### config.mk
export PLATFORM = sky130hd
export DESIGN_NAME = reg_file_neg
export DESIGN_NICKNAME = d
export VERILOG_FILES = /design/src/rtl/reg_file_neg_pkg.sv /design/src/rtl/reg_file_neg_read_port.sv /design/src/rtl/reg_file_neg.sv
export SDC_FILE = /design/constraint.sdc
export NUM_CORES = 2
export LEC_CHECK = 0
export CAP_MARGIN = 20
export CORE_MARGIN = 10
export CORE_UTILIZATION = 50
export CTS_BUF_LIST = sky130_fd_sc_hd__clkbuf_8 sky130_fd_sc_hd__clkbuf_16
export DETAILED_ROUTE_END_ITERATION = 8
export HOLD_SLACK_MARGIN = 0.12
export PLACE_DENSITY_LB_ADDON = 0.15
export SLEW_MARGIN = 25
export SYNTH_ARGS = -nofsm -noshare
export SYNTH_HDL_FRONTEND = slang
export SYNTH_HIERARCHICAL = 1
export SYNTH_SLANG_ARGS = --single-unit
### constraint.sdc
create_clock -name clk -period 2.5 [get_ports clk]
set_clock_uncertainty 0.1 [all_clocks]
set_input_delay 0.25 -clock clk [delete_from_list [all_inputs] [get_ports clk]]
set_output_delay 0.25 -clock clk [all_outputs]
set_load 0.01 [all_outputs]
### src/rtl/reg_file_neg_pkg.sv
// Shared definitions for the negative-edge register file: default geometry,
// the register word type and the byte-lane merge used by both the write path
// and the read-bypass path. Optional feature macro: RF_BYPASS_EN.
package rf_pkg;

    localparam int RF_DATA_W = 32;
    localparam int RF_DEPTH  = 32;
    localparam int RF_ADDR_W = 5;
    localparam int RF_LANES  = RF_DATA_W / 8;

    typedef logic [RF_DATA_W-1:0] word_t;
    typedef logic [RF_LANES-1:0]  lane_mask_t;

    // Take each byte lane from new_w where be is set, otherwise keep old_w.
    function automatic word_t byte_merge(input word_t old_w, input word_t new_w,
                                         input lane_mask_t be);
        word_t res;
        res = old_w;
        for (int i = 0; i < RF_LANES; i++) begin
            if (be[i]) begin
                res[8*i +: 8] = new_w[8*i +: 8];
            end else begin
                res[8*i +: 8] = old_w[8*i +: 8];
            end
        end
        return res;
    endfunction

endpackage

### src/rtl/reg_file_neg_read_port.sv
// One combinational read port: range check, hardwired-zero check and, when
// RF_BYPASS_EN is defined, forwarding of the in-flight write to the reader.
module rf_read_port
    import rf_pkg::*;
#(
    parameter int DATA_W   = RF_DATA_W,
    parameter int DEPTH    = RF_DEPTH,
    parameter int ADDR_W   = RF_ADDR_W,
    parameter int ZERO_REG = 1
) (
    input  logic [DATA_W-1:0]   regs_i [DEPTH],
    input  logic [ADDR_W-1:0]   raddr_i,
    input  logic                byp_en_i,
    input  logic [ADDR_W-1:0]   waddr_i,
    input  logic [DATA_W-1:0]   wdata_i,
    input  logic [DATA_W/8-1:0] wbe_i,
    output logic [DATA_W-1:0]   rdata_o
);

    localparam logic [ADDR_W:0] DEPTH_C = (ADDR_W+1)'(DEPTH);

    logic [DATA_W-1:0] rdata_s;
    logic              addr_ok_s;

    assign addr_ok_s = ({1'b0, raddr_i} < DEPTH_C) &&
                       !((ZERO_REG != 0) && (raddr_i == {ADDR_W{1'b0}}));

    // Select stored word (or forwarded write data) for a legal, non-zero address.
    always_comb begin
        rdata_s = {DATA_W{1'b0}};
        if (addr_ok_s) begin
`ifdef RF_BYPASS_EN
            if (byp_en_i && (raddr_i == waddr_i)) begin
                rdata_s = byte_merge(regs_i[raddr_i], wdata_i, wbe_i);
            end else begin
                rdata_s = regs_i[raddr_i];
            end
`else
            rdata_s = regs_i[raddr_i];
`endif
        end else begin
            rdata_s = {DATA_W{1'b0}};
        end
    end

`ifndef RF_BYPASS_EN
    // Write-side inputs only feed the forwarding mux.
    logic unused_byp_s;
    assign unused_byp_s = ^{byp_en_i, waddr_i, wdata_i, wbe_i};
`endif

    assign rdata_o = rdata_s;

endmodule

### src/rtl/reg_file_neg.sv
// DEPTH x DATA_W register file updated on the falling clock edge, with two
// combinational read ports, a byte-enabled write port and a one-deep shadow
// bank for trap save/restore. Optional feature macro: RF_BYPASS_EN (forward
// the pending write to matching read ports before the edge).
module reg_file_neg
    import rf_pkg::*;
#(
    parameter int DATA_W   = RF_DATA_W,
    parameter int DEPTH    = RF_DEPTH,
    parameter int ADDR_W   = RF_ADDR_W,
    parameter int ZERO_REG = 1
) (
    input  logic                clk,
    input  logic                rst,
    input  logic [ADDR_W-1:0]   raddr_a,
    output logic [DATA_W-1:0]   rdata_a,
    input  logic [ADDR_W-1:0]   raddr_b,
    output logic [DATA_W-1:0]   rdata_b,
    input  logic                we,
    input  logic [ADDR_W-1:0]   waddr,
    input  logic [DATA_W-1:0]   wdata,
    input  logic [DATA_W/8-1:0] wbe,
    input  logic                save,
    input  logic                restore,
    output logic                shadow_valid
);

    localparam logic [ADDR_W:0] DEPTH_C = (ADDR_W+1)'(DEPTH);

    logic [DATA_W-1:0] main_q   [DEPTH];
    logic [DATA_W-1:0] main_d   [DEPTH];
    logic [DATA_W-1:0] shadow_q [DEPTH];
    logic [DATA_W-1:0] shadow_d [DEPTH];
    logic              shadow_valid_q;
    logic              shadow_valid_d;
    logic              restore_hit_s;
    logic              write_ok_s;
    logic              byp_en_s;

    // A restore only counts when there is an image to restore.
    assign restore_hit_s = restore & shadow_valid_q;
    assign write_ok_s    = we & ({1'b0, waddr} < DEPTH_C) &
                           ~((ZERO_REG != 0) & (waddr == {ADDR_W{1'b0}})) &
                           (wbe != {(DATA_W/8){1'b0}});
    assign byp_en_s      = write_ok_s & ~restore_hit_s;

    // Next-state: a valid restore wins over save and write; save copies pre-edge main.
    always_comb begin
        main_d         = main_q;
        shadow_d       = shadow_q;
        shadow_valid_d = shadow_valid_q;
        if (restore_hit_s) begin
            for (int k = 0; k < DEPTH; k++) begin
                if ((ZERO_REG != 0) && (k == 0)) begin
                    main_d[k] = {DATA_W{1'b0}};
                end else begin
                    main_d[k] = shadow_q[k];
                end
            end
            shadow_valid_d = 1'b0;
        end else begin
            if (save) begin
                shadow_d       = main_q;
                shadow_valid_d = 1'b1;
            end else begin
                shadow_d       = shadow_q;
                shadow_valid_d = shadow_valid_q;
            end
            for (int k = 0; k < DEPTH; k++) begin
                if (write_ok_s && (waddr == ADDR_W'(k))) begin
                    main_d[k] = byte_merge(main_q[k], wdata, wbe);
                end else begin
                    main_d[k] = main_q[k];
                end
            end
        end
    end

    // Falling-edge state update with asynchronous active-low clear.
    always_ff @(negedge clk or negedge rst) begin
        if (!rst) begin
            for (int k = 0; k < DEPTH; k++) begin
                main_q[k]   <= {DATA_W{1'b0}};
                shadow_q[k] <= {DATA_W{1'b0}};
            end
            shadow_valid_q <= 1'b0;
        end else begin
            main_q         <= main_d;
            shadow_q       <= shadow_d;
            shadow_valid_q <= shadow_valid_d;
        end
    end

    assign shadow_valid = shadow_valid_q;

    rf_read_port #(
        .DATA_W(DATA_W), .DEPTH(DEPTH), .ADDR_W(ADDR_W), .ZERO_REG(ZERO_REG)
    ) u_port_a (
        .regs_i(main_q), .raddr_i(raddr_a), .byp_en_i(byp_en_s),
        .waddr_i(waddr), .wdata_i(wdata), .wbe_i(wbe), .rdata_o(rdata_a)
    );

    rf_read_port #(
        .DATA_W(DATA_W), .DEPTH(DEPTH), .ADDR_W(ADDR_W), .ZERO_REG(ZERO_REG)
    ) u_port_b (
        .regs_i(main_q), .raddr_i(raddr_b), .byp_en_i(byp_en_s),
        .waddr_i(waddr), .wdata_i(wdata), .wbe_i(wbe), .rdata_o(rdata_b)
    );

endmodule

==> metrics.md <==
| Metric | Value |
|---|---|
| Status | finished, violations left |
| Violations in the final reports | setup timing |
| DRC errors left | 0 |
| P per Cell Area | 973.4 nW/um2 |
| Number of standard-cell rows in the floorplan | 165 |
| GRT overflow | 0 |
| Filler instances | 14157 |
| Clock latency on the worst-skew pair | 780 ps |
| Final std cells w/o fill | 12963 |
| Fraction of layout cells with a size suffix above 1 | 0.4169 |
| Clock sink count | 2017 |
| Count of synthesis-stage warnings from yosys | 6 |
| Largest vdd supply drop | 0.0007840 V |
| Final Hold Vio Count | 0 |
| Horizontal extent of the die | 472.3 um |
| Iteration-0 DRC count of the detailed router | 8702 |
| Post-DP HPWL | 266200 um |
| H-tree lvl count | 4 |
| Num CTS Buffers | 215 |
| PortBufs | 120 |
| Routed length per placed instance | 30.78 um |
| Kind of end point of the critical path | output port |
| Required time reported for the critical path endpoint | 2150 ps |
| Vias after detailed routing | 84308 |
| Placer congestion estimate | 0.9431 |
| Cell count after synthesis | 8297 |
| Number of ports placed on the die boundary | 121 |
| Total wire length after detailed routing | 399000 um |
| Nets in the synthesized netlist | 8353 |
| Clock transition at the registers of the reported paths | 50 ps |
| Post-DRT Antenna Nets | 0 |
| First-pass GRT wire length | 579300 um |
| Final setup margin | -1760 ps |
| Final core utilization | 0.6851 |
| Static power due to leakage | 0.06039 uW |
| Number of antenna violations at the first check in global routing | 25 |
| Met1 Usage GRT | 0.4385 |
| Area of the mapped netlist | 102300 um2 |
| CORE AREA | 202700 um2 |
| Number of vias per cell | 6.504 |
| Crit path kind | register to output port |
| Hold/Removal Path Class | register to register |
| Clock tree from TritonCTS | yes |
| Overall power | 135200 uW |
| Final count of pins violating max slew | 0 |
| Vias in the first global route | 87082 |
| Min Hold Slack | 332.0 ps |
| Max Cap Viol | 0 |
| Unrepaired setup endpoints after global routing | true |
| Startpoint class of the critical path | register |
| Layout net count | 10149 |
| CTS root buffer | sky130_fd_sc_hd__clkbuf_16 |
| Number of placed cells counting well taps | 12374 |
| Actual slew at the worst max-slew pin | 1092 ps |
| First-pass DRT Iterations | 8 |
| Overall die height | 472.3 um |
| Setup violations, final | 375 |
| Pin count of the biggest net entering global routing | 120 |
| Met3 usage | 0.08928 |
| Worst-case headroom to the max-slew limit | 0.2700 |
| Post-synthesis area per instance | 12.33 um2 |
| Total GRT Usage | 0.3433 |
| Syn-to-layout area delta | 35.79% |
| GRT met2 Usage | 0.5238 |
| Critical path data arrival time | 3910 ps |
| Overall die area | 223100 um2 |
| Worst-path fanout max | 3 |
| Number of buffers on the longest clock path | 3 |
| Initial Utilization | 0.5045 |
| Routing layer with the top usage in global route | met2 |
critical path, cell delays in order, from the launching register on:
cell	delay (ps)
sky130_fd_sc_hd__dfrtn_1	450
sky130_fd_sc_hd__mux2i_1	110
sky130_fd_sc_hd__a221oi_2	430
sky130_fd_sc_hd__o21ai_2	140
sky130_fd_sc_hd__a311oi_4	510
sky130_fd_sc_hd__buf_2	240
worst paths after layout:
kind	startpoint	endpoint	slack, ps	cells past startpoint
worst max-delay path	main_q[294]$_DFFE_NN0P_	rdata_b[6]	-1760	5
worst max register to register	shadow_valid$_DFFE_NN0P_	main_q[490]$_DFFE_NN0P_	50	8
worst min register to register	shadow_q[580]$_DFFE_NN0P_	shadow_q[580]$_DFFE_NN0P_	330	1
max in group asynchronous	rst	shadow_q[564]$_DFFE_NN0P_	950	3
min in group asynchronous	rst	main_q[132]$_DFFE_NN0P_	400	1
worst min-delay path	shadow_q[580]$_DFFE_NN0P_	shadow_q[580]$_DFFE_NN0P_	330	1
report_power, final:
| group | switching (uW) | leakage (uW) | internal (uW) |
|---|---|---|---|
| registers | 8900 | 0.0227 | 46300 |
| logic | 19000 | 0.0339 | 27000 |
| clock network | 14100 | 0.00386 | 19800 |
| total | 42000 | 0.0604 | 93200 |
layer usage:
| layer | vias up | part of all wire |
|---|---|---|
| met5 | - | 0.00014 |
| met4 | 8 | 0.073 |
| met3 | 1412 | 0.10 |
| met2 | 4672 | 0.45 |
| met1 | 43738 | 0.38 |
| li1 | 34478 | - |
layout make-up:
type | count | area [um2] | area share
Antenna cell | 17 | 42.54 | 0.0003063
Clock buffer | 277 | 6312 | 0.04545
Clock inverter | 121 | 1155 | 0.008315
Inverter | 551 | 2073 | 0.01493
Multi-Input combinational cell | 4937 | 51030 | 0.3674
Sequential cell | 2017 | 50470 | 0.3634
Tap cell | 2672 | 3343 | 0.02407
Timing Repair Buffer | 2371 | 24470 | 0.1762
flip-flops by register name, indices dropped and copies added, names as in the netlist:
signal,flops
shadow_q,992
main_q,1024
shadow_valid,1
timing repair:
item	in CTS	in global routing
gates cloned	23	26
setup buffers	87	72
hold buffers	0	0
setup endpoints to repair	1768	809
gates resized for setup	721	316
pin swaps	118	117
stage by stage:
step	setup TNS, ps	setup slack (ps)	instance area (um2)
detailed placement	-1894550	-1686	125400
global placement	-1867950	-2109	125400
floorplan	-1126600	-654.1	105000
CTS	-109290	-1792	136400
finish	-108510	-1760	138900
global route	-109740	-1799	138900
placed cells by master, fill, tap and decap left out, types with 35 or more instances in the layout:
cell type	instances
sky130_fd_sc_hd__clkinv_2	41
sky130_fd_sc_hd__a31oi_1	220
sky130_fd_sc_hd__dfrtn_1	2017
sky130_fd_sc_hd__mux4_2	448
sky130_fd_sc_hd__a221oi_1	59
sky130_fd_sc_hd__nor2b_1	50
sky130_fd_sc_hd__buf_6	89
sky130_fd_sc_hd__clkbuf_16	247
sky130_fd_sc_hd__a211oi_1	167
sky130_fd_sc_hd__mux2_4	564
sky130_fd_sc_hd__o21ai_4	66
sky130_fd_sc_hd__mux2i_1	601
sky130_fd_sc_hd__clkbuf_8	55
sky130_fd_sc_hd__o21ai_1	114
sky130_fd_sc_hd__a221oi_2	57
sky130_fd_sc_hd__a21oi_1	616
sky130_fd_sc_hd__buf_12	405
sky130_fd_sc_hd__a221o_1	64
sky130_fd_sc_hd__and2_1	58
sky130_fd_sc_hd__and3_1	35
sky130_fd_sc_hd__o21ai_0	142
sky130_fd_sc_hd__buf_4	1717
sky130_fd_sc_hd__o221a_2	63
sky130_fd_sc_hd__nand3_1	100
sky130_fd_sc_hd__and3b_1	36
sky130_fd_sc_hd__nand4_1	71
sky130_fd_sc_hd__nor2_1	390
sky130_fd_sc_hd__buf_2	47
sky130_fd_sc_hd__inv_1	589
sky130_fd_sc_hd__o21ai_2	58
sky130_fd_sc_hd__mux2_1	470
sky130_fd_sc_hd__a211oi_2	77
Note: power is estimated with default switching activity, not from simulation.
